## config.mk

```make
export PLATFORM = sky130hd
export DESIGN_NAME = msrv32_dmem_ctrl
export DESIGN_NICKNAME = d
export VERILOG_FILES = /design/src/rtl/msrv32_pkg.sv /design/src/rtl/msrv32_store_align.sv /design/src/rtl/msrv32_dmem_ctrl.sv
export SDC_FILE = /design/constraint.sdc
export NUM_CORES = 1
export LEC_CHECK = 0
export ABC_AREA = 0
export BUFFER_PORTS_ARGS = -buffer_cell sky130_fd_sc_hd__buf_2
export CORE_ASPECT_RATIO = 1.1
export CORE_MARGIN = 1
export CORE_UTILIZATION = 51
export DETAILED_ROUTE_END_ITERATION = 8
export PLACE_DENSITY = 0.85
export SLEW_MARGIN = 10
export SYNTH_ARGS = -nofsm -noshare
export SYNTH_HDL_FRONTEND = slang
export SYNTH_SLANG_ARGS = --single-unit
```

## constraint.sdc

```tcl
create_clock -name ms_riscv32_mp_clk_in -period 5.6 [get_ports ms_riscv32_mp_clk_in]
set_input_delay 0.56 -clock ms_riscv32_mp_clk_in [delete_from_list [all_inputs] [get_ports ms_riscv32_mp_clk_in]]
set_output_delay 0.56 -clock ms_riscv32_mp_clk_in [all_outputs]
set_load 0.01 [all_outputs]
```

## src/rtl/msrv32_pkg.sv

```systemverilog
// ---------------------------------------------------------------------------
// msrv32_pkg
// Shared types and constants for the msrv32 data-memory path.
//   state_e        : access controller states (IDLE, BUSY, DONE, ERR)
//   LS_*           : load/store size encodings on the request bus
//   MASK_*         : canonical byte-lane write masks
//   ls_misaligned  : alignment rule for a size/offset pair
// ---------------------------------------------------------------------------
package msrv32_pkg;

  typedef enum logic [1:0] {
    ST_IDLE = 2'b00,
    ST_BUSY = 2'b01,
    ST_DONE = 2'b10,
    ST_ERR  = 2'b11
  } state_e;

  localparam logic [1:0] LS_BYTE = 2'b00;
  localparam logic [1:0] LS_HALF = 2'b01;
  localparam logic [1:0] LS_WORD = 2'b10;

  localparam logic [3:0] MASK_NONE    = 4'b0000;
  localparam logic [3:0] MASK_HALF_LO = 4'b0011;
  localparam logic [3:0] MASK_HALF_HI = 4'b1100;
  localparam logic [3:0] MASK_WORD    = 4'b1111;

  // Halfwords need an even address; words (size 10 and 11) need a
  // word-aligned address. Bytes are always aligned.
  function automatic logic ls_misaligned(input logic [1:0] size,
                                         input logic [1:0] offset);
    logic mis;
    mis = 1'b0;
    if (size == LS_HALF)
      mis = offset[0];
    else if (size != LS_BYTE)
      mis = |offset;
    return mis;
  endfunction

endpackage

```

## src/rtl/msrv32_store_align.sv

```systemverilog
// ---------------------------------------------------------------------------
// msrv32_store_align
// Combinational store lane mapper.
//   size_i        in  2   access size (LS_BYTE / LS_HALF / word)
//   offset_i      in  2   byte offset within the word (addr[1:0])
//   wdata_i       in  32  right-aligned store data
//   mask_o        out 4   byte lanes to write
//   lane_data_o   out 32  store data replicated across lanes
//   misaligned_o  out 1   size/offset combination is not legal
// ---------------------------------------------------------------------------
module msrv32_store_align
  import msrv32_pkg::*;
(
  input  logic [1:0]  size_i,
  input  logic [1:0]  offset_i,
  input  logic [31:0] wdata_i,
  output logic [3:0]  mask_o,
  output logic [31:0] lane_data_o,
  output logic        misaligned_o
);

  always_comb begin
    mask_o       = MASK_WORD;
    lane_data_o  = wdata_i;
    misaligned_o = ls_misaligned(size_i, offset_i);
    case (size_i)
      LS_BYTE: begin
        mask_o      = 4'b0001 << offset_i;
        lane_data_o = {4{wdata_i[7:0]}};
      end
      LS_HALF: begin
        // Only addr[1] picks the half; addr[0] is caught as misaligned.
        mask_o      = offset_i[1] ? MASK_HALF_HI : MASK_HALF_LO;
        lane_data_o = {2{wdata_i[15:0]}};
      end
      default: begin
        mask_o      = MASK_WORD;
        lane_data_o = wdata_i;
      end
    endcase
  end

endmodule

```

## src/rtl/msrv32_dmem_ctrl.sv

```systemverilog
// ---------------------------------------------------------------------------
// msrv32_dmem_ctrl
// Data-memory access controller: runs one load or store at a time on the
// data-memory bus, waits for dm_ack_in up to TIMEOUT BUSY cycles, stalls the
// pipeline meanwhile and hands the raw read word plus size/offset/sign
// controls to the external load unit.
//   ms_riscv32_mp_clk_in / ms_riscv32_mp_rst_in : clock, sync active-high reset
//   req_*_in        : access request from the pipeline
//   req_ready_out   : controller idle and able to accept
//   dm_*_out        : memory request fields (registered, zero outside BUSY)
//   ms_riscv32_mp_dmdata_in, dm_ack_in : memory response
//   lu_*_out        : load-unit controls, updated only when a load completes
//   rsp_valid_out   : one-cycle completion pulse
//   stall_out       : pipeline hold
//   misaligned_out, timeout_out : one-cycle error pulses
// ---------------------------------------------------------------------------
module msrv32_dmem_ctrl
  import msrv32_pkg::*;
#(
  parameter int TIMEOUT = 16
) (
  input  logic        ms_riscv32_mp_clk_in,
  input  logic        ms_riscv32_mp_rst_in,
  input  logic        req_valid_in,
  input  logic        req_store_in,
  input  logic [31:0] req_addr_in,
  input  logic [31:0] req_wdata_in,
  input  logic [1:0]  req_size_in,
  input  logic        req_unsigned_in,
  output logic        req_ready_out,
  output logic        dm_req_out,
  output logic        dm_we_out,
  output logic [31:0] dm_addr_out,
  output logic [3:0]  dm_wr_mask_out,
  output logic [31:0] dm_wdata_out,
  input  logic [31:0] ms_riscv32_mp_dmdata_in,
  input  logic        dm_ack_in,
  output logic [31:0] lu_data_out,
  output logic [1:0]  lu_addr_1_to_0_out,
  output logic [1:0]  lu_size_out,
  output logic        lu_unsigned_out,
  output logic        rsp_valid_out,
  output logic        stall_out,
  output logic        misaligned_out,
  output logic        timeout_out
);

  localparam logic [7:0] CNT_LAST = 8'(TIMEOUT - 1);

  state_e      state_q;
  logic [7:0]  cnt_q;
  logic        ready_q;
  logic        dm_req_q;
  logic        dm_we_q;
  logic [31:0] dm_addr_q;
  logic [3:0]  dm_mask_q;
  logic [31:0] dm_wdata_q;
  logic [1:0]  req_off_q;
  logic [1:0]  req_size_q;
  logic        req_uns_q;
  logic [31:0] lu_data_q;
  logic [1:0]  lu_off_q;
  logic [1:0]  lu_size_q;
  logic        lu_uns_q;
  logic        rsp_q;
  logic        mis_q;
  logic        to_q;

  logic [3:0]  sa_mask;
  logic [31:0] sa_data;
  logic        sa_mis;
  logic        accept_d;
  logic        last_busy_d;

  msrv32_store_align u_store_align (
    .size_i       (req_size_in),
    .offset_i     (req_addr_in[1:0]),
    .wdata_i      (req_wdata_in),
    .mask_o       (sa_mask),
    .lane_data_o  (sa_data),
    .misaligned_o (sa_mis)
  );

  // ready_q is only high in IDLE; it additionally stays low for the first
  // cycle after reset so every output reads 0 in that cycle.
  assign accept_d    = ready_q & req_valid_in;
  assign last_busy_d = (cnt_q == CNT_LAST);

  assign stall_out = ((state_q == ST_IDLE) & req_valid_in) | (state_q == ST_BUSY);

  always_ff @(posedge ms_riscv32_mp_clk_in) begin
    if (ms_riscv32_mp_rst_in) begin
      state_q    <= ST_IDLE;
      cnt_q      <= 8'd0;
      ready_q    <= 1'b0;
      dm_req_q   <= 1'b0;
      dm_we_q    <= 1'b0;
      dm_addr_q  <= 32'd0;
      dm_mask_q  <= MASK_NONE;
      dm_wdata_q <= 32'd0;
      req_off_q  <= 2'b00;
      req_size_q <= 2'b00;
      req_uns_q  <= 1'b0;
      lu_data_q  <= 32'd0;
      lu_off_q   <= 2'b00;
      lu_size_q  <= 2'b00;
      lu_uns_q   <= 1'b0;
      rsp_q      <= 1'b0;
      mis_q      <= 1'b0;
      to_q       <= 1'b0;
    end else begin
      rsp_q <= 1'b0;
      mis_q <= 1'b0;
      to_q  <= 1'b0;
      case (state_q)
        ST_IDLE: begin
          if (accept_d) begin
            ready_q <= 1'b0;
            if (sa_mis) begin
              state_q <= ST_ERR;
              mis_q   <= 1'b1;
            end else begin
              state_q    <= ST_BUSY;
              cnt_q      <= 8'd0;
              dm_req_q   <= 1'b1;
              dm_we_q    <= req_store_in;
              dm_addr_q  <= {req_addr_in[31:2], 2'b00};
              dm_mask_q  <= req_store_in ? sa_mask : MASK_NONE;
              dm_wdata_q <= req_store_in ? sa_data : 32'd0;
              req_off_q  <= req_addr_in[1:0];
              req_size_q <= req_size_in;
              req_uns_q  <= req_unsigned_in;
            end
          end else begin
            ready_q <= 1'b1;
          end
        end
        ST_BUSY: begin
          // An ack in the last allowed cycle is checked first, so it wins.
          if (dm_ack_in || last_busy_d) begin
            dm_req_q   <= 1'b0;
            dm_we_q    <= 1'b0;
            dm_addr_q  <= 32'd0;
            dm_mask_q  <= MASK_NONE;
            dm_wdata_q <= 32'd0;
          end
          if (dm_ack_in) begin
            state_q <= ST_DONE;
            rsp_q   <= 1'b1;
            if (!dm_we_q) begin
              lu_data_q <= ms_riscv32_mp_dmdata_in;
              lu_off_q  <= req_off_q;
              lu_size_q <= req_size_q;
              lu_uns_q  <= req_uns_q;
            end
          end else if (last_busy_d) begin
            state_q <= ST_ERR;
            to_q    <= 1'b1;
          end else begin
            cnt_q <= cnt_q + 8'd1;
          end
        end
        ST_DONE, ST_ERR: begin
          state_q <= ST_IDLE;
          ready_q <= 1'b1;
        end
        default: begin
          state_q <= ST_IDLE;
          ready_q <= 1'b0;
        end
      endcase
    end
  end

  assign req_ready_out      = ready_q;
  assign dm_req_out         = dm_req_q;
  assign dm_we_out          = dm_we_q;
  assign dm_addr_out        = dm_addr_q;
  assign dm_wr_mask_out     = dm_mask_q;
  assign dm_wdata_out       = dm_wdata_q;
  assign lu_data_out        = lu_data_q;
  assign lu_addr_1_to_0_out = lu_off_q;
  assign lu_size_out        = lu_size_q;
  assign lu_unsigned_out    = lu_uns_q;
  assign rsp_valid_out      = rsp_q;
  assign misaligned_out     = mis_q;
  assign timeout_out        = to_q;

endmodule

```

==> results of run 1 <==
[registers in the layout, indices dropped and copies added (netlist names)]
register            count
lu_addr_1_to_0_out      2
lu_size_out             2
dm_req_out              1
req_uns_q               1
dm_wr_mask_out          4
state_q                 2
dm_addr_out            30
rsp_valid_out           1
misaligned_out          1
req_off_q               2
lu_unsigned_out         1
dm_we_out               1
timeout_out             1
req_size_q              2
dm_wdata_out           32
req_ready_out           1
lu_data_out            32
cnt_q                   8
[critical path, stage by stage]
cell and delay, ns:
buf_2 0.37, inv_1 0.99, o41a_1 1.12, a22o_1 0.26
[Yosys cell counts (2+ instances only)]
cell type	n
nand3b_1	2
o22ai_1	3
a21o_1	2
and3_1	2
nand4_1	2
dfxtp_1	124
buf_6	4
a22o_1	30
nor4_1	3
nand2_1	157
nor3b_1	2
o21ai_0	14
nand3_1	4
mux2i_1	49
nor2_1	15
and2_1	3
nand2b_1	2
a41oi_1	4
buf_2	5
buf_4	2
inv_1	8
clkbuf_1	23
buf_1	3
a21oi_1	47
mux2_2	16
nor2b_1	3
[worst max-delay path by stage]
stage / end / startpoint / cells past startpoint / slack, ns
floorplan: dm_we_out / req_size_in[1] / 5 / 3.61
global placement: dm_addr_out[23] / ms_riscv32_mp_rst_in / 4 / 2.30
detailed placement: dm_addr_out[9] / ms_riscv32_mp_rst_in / 4 / 2.24
CTS: dm_addr_out[6] / ms_riscv32_mp_rst_in / 4 / 2.75
global route: dm_addr_out[9] / ms_riscv32_mp_rst_in / 4 / 2.54
finish: dm_addr_out[6] / ms_riscv32_mp_rst_in / 4 / 2.70
[power breakdown]
part           internal [mW]  total (mW)  switching [mW]
Combinational         0.0978       0.223           0.125
Clock                  0.777        1.20           0.422
Sequential             0.912       0.930          0.0188
Total                   1.79        2.35           0.566
[metrics by stage]
stage / hold slack, ns / power (mW) / util, % / setup WS, ns
after floorplan: 0.432 / 1.08 / - / 3.61
after global placement: 0.436 / 1.16 / 64.2 / 2.30
final: 0.259 / 2.35 / 71.2 / 2.70
after CTS: 0.241 / 2.36 / 71.2 / 2.75
after detailed placement: 0.437 / 1.17 / 64.2 / 2.24
after global routing: 0.237 / 2.43 / 71.2 / 2.54
[area by class of cell]
class / count / share of cell area (%)
clock buffer: 17 / 6.19
multi-input combinational: 380 / 34.4
clock inverter: 15 / 3.55
tap: 117 / 2.19
sequential: 124 / 37.1
timing repair buffer: 215 / 16.2
inverter: 8 / 0.449
[cells by family (layout without fill, tap and decap cells)]
family	Yosys count	after routing
muxes	66	66
buffers and inverters	45	255
AOI/OAI and AO/OA	108	108
xor gates and xnor gates	1	1
and+or+nand+nor	202	202
DFF	124	124
adders and majority gates	1	1
other	1	2
[per-layer routing]
layer / track usage, % / part of all wire, % / up-vias
met2: 44.1 / 51 / 189
met4: 13.1 / 3.3 / 0
li1: - / - / 2280
met5: 0 / 0 / -
met3: 7.29 / 6.5 / 38
met1: 27.8 / 39 / 2215
==> results.md, run 1 <==
- Vias: 4,722
- XOR/XNOR share of the synthesized area: 0.176%
- Simple-Gate Fraction of Synth Area: 17.3%
- Max Freq: 345 MHz
- FF+latch area: 2480 sq um
- Final Max Tran Viols: 0
- Clk buf depth: 2
- Root Buffer: clkbuf_8
- Dominant synthesized flop cell: dfxtp_1
- Area growth, synth to finish: 34.5%
- Final setup vio count: 0
- Asr flop ratio synth: 0%
- Critical Path RT: 6.05 ns
- DP Cell Count: 844
- Largest net degree at the start of global routing: 52
- Final WL: 13.4 mm
- Via-per-instance ratio: 5.39
- Worst hold start: req_addr_in[21]
- Design Area, Final: 6690 sq um
- Clock tree sinks: 124
- Number of synthesized flops with an enable pin: 0
- Initial Util: 53.0%
- Area contributors post-synth: dfxtp_1 (50%), nand2_1 (12%), mux2i_1 (9.9%)
- Area leader, netlist: dfxtp_1
- Worst Clk Skew: 0.00745 ns
- Crit Path Max Fanout: 51
- Synth Cell Area: 4980 sq um
- Initial antenna violation count: 0
- Post-CTS setup buffers: 0
- Commonest non-fill, non-tap cells in the layout: buf_2 (213), nand2_1 (157), dfxtp_1 (124)
- Hold Crit Class: primary input to flop
- R2R Path Start: cnt_q[0]
- Crit start category: primary input
- 1st-pass router iterations: 7
- Number of hold-slack violations in the final timing report: 0
- Hold Buf Count CTS: 0
- Pin slew with the least headroom to its limit: 1.22 ns
- Post-synthesis register bit count: 124
- Crit end category: flop
- Die Area: 10,200 sq um
- Mux share of post-synthesis cell area: 13.7%
- # Max-Cap Violations: 0
- Inserted Clock Buffers: 17
- First-pass GRT wire length: 20.1 mm
- Setup CP Type: primary input to flop
- Nets: 851
- I/O pin cnt: 216
- Largest family of logic cells by synthesized area: simple AND/OR/NAND/NOR gates
- Share of layout cells above drive strength 1: 35.6%
- Antenna diodes: 0
- DP Area: 6040 sq um
- Fin crit share: 51.8%
- Syn Area/Cell: 9.08 sq um
- Skew-Pair Late Insertion Delay: 0.51 ns
- CTS tree: yes
- Core footprint: 9400 sq um
- Complex-gate fraction of the synthesized area: 14.4%
- Clk slew on worst S/H paths: 0.06 ns
- RSZ-0062 raised after global routing: no
- Total GRT Usage: 25.5%
- Depth of the most critical reg-to-reg path: 5
- Cells after Synth: 548
- Num rows: 37
- Final GP Congestion: 0.856
- Horiz. Die Dim: 96.2 um
- Slew headroom: 19.0%
- Non-Filler Instances: 876
- Worst Hold End: dm_addr_out[21]
- YS warnings: 0
- Leak Pwr: 3.26 nW
- Detailed placement HPWL: 9.19 mm
- Peak VDD IR: 223 uV
- Multi-input logic area: 2300 sq um
- GR Overflow Total: 0
- 1st-iter DRT viols: 249
- Pwr/cell area: 351 nW/um^2
- Wire per inst: 15.3 um
- H-Tree Level Count: 4
- Count of cells resized by post-cts repair: 0
- FILL cells: 720
- Clock period minus final worst setup slack: 2.90 ns
- Worst Path Arrival: 3.35 ns
- Register area share after synthesis: 49.9%
- Vias in the first global route: 4,336
- Count of different cell masters after synthesis: 45
- Share of the synthesized area in the top cell type: 49.9%
- Synth Area in Adders: 0.251%
- Hold depth: 2
- DRC: 0
- Status: complete, no violations
- Most common cell after layout, fill and taps aside: buf_2
- Port Buf Inserts: 213
- Fin Setup TNS: 0 ns
- Die height: 106 um
- Reg2reg setup slack: 2.86 ns
- End of the worst register-to-register path: dm_we_out
- Routed Antenna Nets: 0
No activity file was read; power rests on OpenSTA's default activity.
==> run 2, diff against run 1 <==
ABC_AREA = 1   (was 0)
CORE_UTILIZATION = 44   (was 51)
PLACE_DENSITY = 0.77   (was 0.85)
clock period = 2.5 ns   (was 5.6 ns; I/O delays follow)
==> run 2 against run 1 <==
  * Clock skew barely moved
  * Final cell count grew 27%
  * Area after synthesis grew 5.7%
  * Synthesized cell count up 38%
  * Clock-buffer cell count rose by 5
  * First-iteration DRC count up 57%
  * Critical path depth up 4
  * Sequential share of layout area fell by 1.7 points
  * Sequential cell count unchanged
  * Cell area increased by 4.8%
  * Critical path type is now flop to flop
  * Critical endpoint is now dm_addr_out[21]
==> results.md, run 2 <==
- Status: complete, no violations
- Critical Path RT: 2.75 ns
- Top Family by Delay on Critical Path: simple AND/OR/NAND/NOR gates
- Crit start category: flop
- Leak Pwr: 3.38 nW
- DRC: 0
- Routed Antenna Nets: 0
- Clk buf depth: 2
- FILL cells: 1,096
- Slowest stage delay, CP: 0.40 ns
- Total GRT Usage: 23.3%
- GR Overflow Total: 0
- I/O pin cnt: 216
- Antenna diodes: 0
- Pin slew with the least headroom to its limit: 0.812 ns
- 1st-iter DRT viols: 392
- Port Buf Inserts: 213
- Synth Cell Area: 5260 sq um
- CP bufs+invs: 2
- Clk slew on worst S/H paths: 0.06 ns
- Final Max Tran Viols: 0
- Share of the synthesized area in the top cell type: 47.2%
- Cells after Synth: 756
- Final GP Congestion: 0.884
- Slew headroom: 45.9%
- Crit end category: flop
- Most common cell after layout, fill and taps aside: buf_2
- Count of cells resized by post-cts repair: 0
- Slowest stage cell, crit path: dfxtp_1
- Die Area: 12,400 sq um
- Overall power: 5.44 mW
- Largest net degree at the start of global routing: 78
- Design Area, Final: 7010 sq um
- Pwr/cell area: 775 nW/um^2
- 1st-pass router iterations: 5
- Peak VDD IR: 376 uV
- Cell mode on critical path: nand2_1
- Worst Path Arrival: 2.26 ns
- H-Tree Level Count: 4
- DP Area: 6350 sq um
- Detailed placement HPWL: 10.3 mm
- Beginning of the critical path: state_q[0]
- Synth cell count leaders: nand2_1 (199), dfxtp_1 (124), nor2_1 (119), a21oi_1 (80), o21ai_0 (55)
- Critical Path End: dm_addr_out[21]
- Hold Buf Count CTS: 0
- Wire per inst: 13.0 um
- YS warnings: 0
- Num rows: 41
- Syn Area/Cell: 6.96 sq um
- Most frequent cell after synthesis: nand2_1
- Asr flop ratio synth: 0%
- Count of different cell masters after synthesis: 25
- End of the worst register-to-register path: dm_addr_out[21]
- Die height: 117 um
- Commonest non-fill, non-tap cells in the layout: buf_2 (213), nand2_1 (199), dfxtp_1 (124)
- Dominant synthesized flop cell: dfxtp_1
- Skew-Pair Late Insertion Delay: 0.41 ns
- First-pass GRT wire length: 22.9 mm
- Fin Setup TNS: 0 ns
- R2R Path Start: state_q[0]
- Crit path depth: 8
- Share of layout cells above drive strength 1: 27.7%
- Vias: 5,512
- Worst Clk Skew: 0.00765 ns
- Nets: 1,055
- Reg2reg setup slack: 0.49 ns
- Vias in the first global route: 4,784
- CTS tree: yes
- Worst-path cell chain: nand2_2 > o21ai_2 > nand2_1 > inv_2 > nand2_4 > buf_4 > nand2_1 > a21oi_1
- Initial Util: 45.6%
- RSZ-0062 raised after global routing: no
- Final WL: 14.5 mm
- # Max-Cap Violations: 0
- Inserted Clock Buffers: 17
- Post-CTS setup buffers: 0
- Crit Path Max Fanout: 34
- Clock tree sinks: 124
- Register area share after synthesis: 47.2%
- Post-synthesis register bit count: 124
- Max Freq: 499 MHz
- Core footprint: 11,500 sq um
- Number of synthesized flops with an enable pin: 0
- Area growth, synth to finish: 33.3%
- Via-per-instance ratio: 4.96
- Initial antenna violation count: 1
- Final setup vio count: 0
- Hold Crit Class: primary input to flop
- Root Buffer: clkbuf_16
- Area contributors post-synth: dfxtp_1 (47%), nand2_1 (14%), nor2_1 (8.5%)
- Fin crit share: 80.2%
- Area leader, netlist: dfxtp_1
- Number of hold-slack violations in the final timing report: 0
- Setup CP Type: flop to flop
- Depth of the most critical reg-to-reg path: 8
- Horiz. Die Dim: 106 um
- Clock period minus final worst setup slack: 2.01 ns
- Worst hold start: req_addr_in[10]
==> run 2: cell types whose count changed after synthesis, moves of 12 or more <==
cell / change
nor2_1: +104
mux2i_1: -49
nand2_1: +42
nand3_1: +41
o21ai_0: +41
inv_1: +36
a21oi_1: +33
a22o_1: -30
mux2_2: -16
nor3_1: +13
buf_2: +12
==> run 2: routing by layer <==
layer	vias to the layer above	track usage, %	wire length (um)
met1	2449	29.0	6120
met2	236	38.4	6970
met3	22	6.14	1150
met4	0	10.0	263
li1	2805	-	-
met5	-	0	0
==> run 2: stage by stage <==
step,setup slack (ns),hold WS (ns),util [%],std cells
after detailed placement,0.321,0.448,55.0,1081
final,0.495,0.0927,60.8,1112
after global placement,0.396,0.444,55.0,1081
after floorplan,0.990,0.397,-,757
after CTS,0.478,0.0762,60.8,1112
after global routing,0.283,0.0876,60.8,1112
==> run 2: tightest hold or removal path, cell delays in order <==
cell and delay (ns):
buf_2 0.09, nand2_1 0.05, a21oi_1 0.05
==> run 2: how the worst min path moves through the flow <==
| stage | end | slack [ns] | cells after the start |
|---|---|---|---|
| 6_report | dm_addr_out[10] | 0.09 | 3 |
| 2_1_floorplan | dm_addr_out[25] | 0.40 | 2 |
| 3_3_place_gp | dm_wdata_out[12] | 0.44 | 2 |
| 5_1_grt | dm_addr_out[28] | 0.09 | 3 |
| 3_5_place_dp | dm_wdata_out[7] | 0.45 | 2 |
| 4_1_cts | dm_addr_out[10] | 0.08 | 3 |
==> run 2: kinds of logic after synthesis <==
logic type	Yosys count	synth area share, %
AO/OA/AOI/OAI	137	13.4
XOR/XNOR	1	0.167
adder cells (fa/ha/maj)	1	0.238
buffers and inverters	98	8.47
flip-flops	124	47.2
other	1	0.0713
AND/OR/NAND/NOR	394	30.5
==> run 2: cell type report <==
cell class | instances | area, sq um | share of cell area [%]
repair buffers | 224 | 1160 | 16.6
clock buffers | 22 | 484 | 6.90
multi-input cells | 535 | 2340 | 33.3
clock inverters | 9 | 183 | 2.60
well taps | 150 | 188 | 2.68
inverters | 48 | 180 | 2.57
flip-flops and latches | 124 | 2480 | 35.4
==> run 2: power by group <==
| group | internal [mW] | switching [mW] | total (mW) |
|---|---|---|---|
| logic | 0.230 | 0.378 | 0.608 |
| registers | 2.06 | 0.0411 | 2.10 |
| clock network | 1.87 | 0.855 | 2.73 |
| total | 4.16 | 1.27 | 5.44 |
==> run 3, diff against run 2 <==
clock period = 1.78 ns   (was 2.5 ns; I/O delays follow)
==> run 3 against run 2 <==
  * Routed wire length barely moved
  * Setup slack got worse by 0.32 ns
  * Total power rose by 30%
  * Utilization fell by 0.36 points
  * Register-to-register slack got worse by 0.32 ns
  * Critical endpoint is now dm_wdata_out[10]
==> results.md, run 3 (same netlist as run 2, synthesis figures left out) <==
- Hold depth: 3
- 1st-iter DRT viols: 355
- Area growth, synth to finish: 32.6%
- Die Area: 12,400 sq um
- Detailed placement HPWL: 10.2 mm
- Inserted Clock Buffers: 17
- CTS tree: yes
- Largest net degree at the start of global routing: 78
- Leak Pwr: 3.37 nW
- Pwr/cell area: 1020 nW/um^2
- Critical Path RT: 2.12 ns
- Worst Hold End: dm_addr_out[16]
- First-pass GRT wire length: 22.7 mm
- Initial antenna violation count: 0
- I/O pin cnt: 216
- Number of hold-slack violations in the final timing report: 0
- End of the worst register-to-register path: dm_wdata_out[10]
- Initial Util: 45.6%
- Root Buffer: clkbuf_16
- CP bufs+invs: 1
- Pin slew with the least headroom to its limit: 0.581 ns
- 1st-pass router iterations: 4
- Final Max Tran Viols: 0
- Final GP Congestion: 0.881
- Slew headroom: 61.1%
- Top Family by Delay on Critical Path: flip-flops
- Status: complete, no violations
- Most common cell after layout, fill and taps aside: buf_2
- Hold Buf Count CTS: 0
- # Max-Cap Violations: 0
- Reg2reg setup slack: 0.17 ns
- Antenna diodes: 0
- Clk buf depth: 2
- Nets: 1,059
- Post-CTS setup buffers: 0
- Worst Clk Skew: 0.0131 ns
- Num rows: 41
- Die height: 117 um
- Worst-path cell chain: ha_1 > nand3_2 > o21bai_4 > buf_4 > nand3_1 > a21oi_1
- Port Buf Inserts: 213
- Slowest stage delay, CP: 0.38 ns
- Horiz. Die Dim: 106 um
- Slowest stage cell, crit path: dfxtp_1
- Clk slew on worst S/H paths: 0.05 ns
- Share of layout cells above drive strength 1: 27.7%
- Via-per-instance ratio: 4.92
- Fin Setup TNS: 0 ns
- Fin crit share: 90.3%
- Vias: 5,489
- H-Tree Level Count: 4
- Max Freq: 622 MHz
- Routed Antenna Nets: 0
- R2R Path Start: cnt_q[0]
- Depth of the most critical reg-to-reg path: 6
- Core footprint: 11,500 sq um
- Count of cells resized by post-cts repair: 0
- Final setup vio count: 0
- Worst hold start: req_addr_in[16]
- Hold Crit Class: primary input to flop
- Commonest non-fill, non-tap cells in the layout: buf_2 (213), nand2_1 (199), dfxtp_1 (124)
- Final WL: 14.5 mm
- Vias in the first global route: 4,723
- Crit Path Max Fanout: 25
- Wire per inst: 13.0 um
- Peak VDD IR: 622 uV
- Crit end category: flop
- Skew-Pair Late Insertion Delay: 0.41 ns
- Core Util, Final: 60.4%
- RSZ-0062 raised after global routing: no
- Crit start category: flop
- Clock period minus final worst setup slack: 1.61 ns
- GR Overflow Total: 0
- DRC: 0
- Worst Path Arrival: 1.95 ns
- Total GRT Usage: 23.4%
- Clock tree sinks: 124
- Setup CP Type: flop to flop
- FILL cells: 1,145
==> run 3: changes by cell type in the layout (fill, tap and decap cells not counted) <==
cell | previous run | this run
buf_12 | 1 | 4
buf_4 | 10 | 11
bufinv_16 | 5 | 2
clkbuf_1 | 1 | 3
clkbuf_8 | 4 | 2
clkinv_2 | 0 | 5
clkinvlp_4 | 2 | 0
inv_6 | 1 | 0
==> run 3: layer usage <==
| metal | routed length (um) | part of all wire (%) | track usage [%] | up-vias |
|---|---|---|---|---|
| met1 | 6330 | 44 | 29.9 | 2428 |
| met5 | 0 | 0 | 0 | - |
| met3 | 1080 | 7.5 | 6.47 | 23 |
| li1 | - | - | - | 2813 |
| met4 | 241 | 1.7 | 8.33 | 0 |
| met2 | 6870 | 47 | 37.8 | 225 |
==> run 3: worst reg2reg max path, stage by stage (launching register included) <==
cell      delay [ns]
dfxtp_1         0.38
ha_1            0.22
nand3_2         0.15
o21bai_4        0.20
buf_4           0.29
nand3_1         0.15
a21oi_1         0.15
==> run 3: stage by stage <==
step | setup slack, ns | instances | hold WS, ns | area [sq um] | power (mW)
2_1_floorplan | 0.270 | 757 | 0.325 | 5260 | 3.55
3_3_place_gp | 0.229 | 1085 | 0.425 | 6410 | 3.87
3_5_place_dp | 0.189 | 1085 | 0.433 | 6410 | 3.88
4_1_cts | 0.183 | 1115 | 0.00331 | 6970 | 7.14
5_1_grt | 0.00305 | 1115 | 0.00403 | 6970 | 7.39
6_report | 0.173 | 1115 | 0.0151 | 6970 | 7.09
==> run 3: worst max-delay path by stage <==
stage                  endpoint  cells after the start  startpoint
2_1_floorplan   dm_addr_out[28]                      8    cnt_q[0]
3_3_place_gp   dm_wdata_out[14]                      6    cnt_q[0]
3_5_place_dp   dm_wdata_out[10]                      6    cnt_q[0]
4_1_cts        dm_wdata_out[10]                      6    cnt_q[0]
5_1_grt                cnt_q[5]                      9    cnt_q[0]
6_report       dm_wdata_out[10]                      6    cnt_q[0]
==> run 3: layout make-up <==
class	instances	area [sq um]	area share [%]
flip-flops and latches	124	2480	35.6
clock inverters	8	93.8	1.35
clock buffers	22	464	6.66
well taps	150	188	2.69
repair buffers	228	1230	17.6
multi-input cells	535	2340	33.5
inverters	48	180	2.58
==> run 3: power by group <==
part	internal, mW	switching, mW
Combinational	0.340	0.536
Clock	2.10	1.16
Sequential	2.89	0.0574
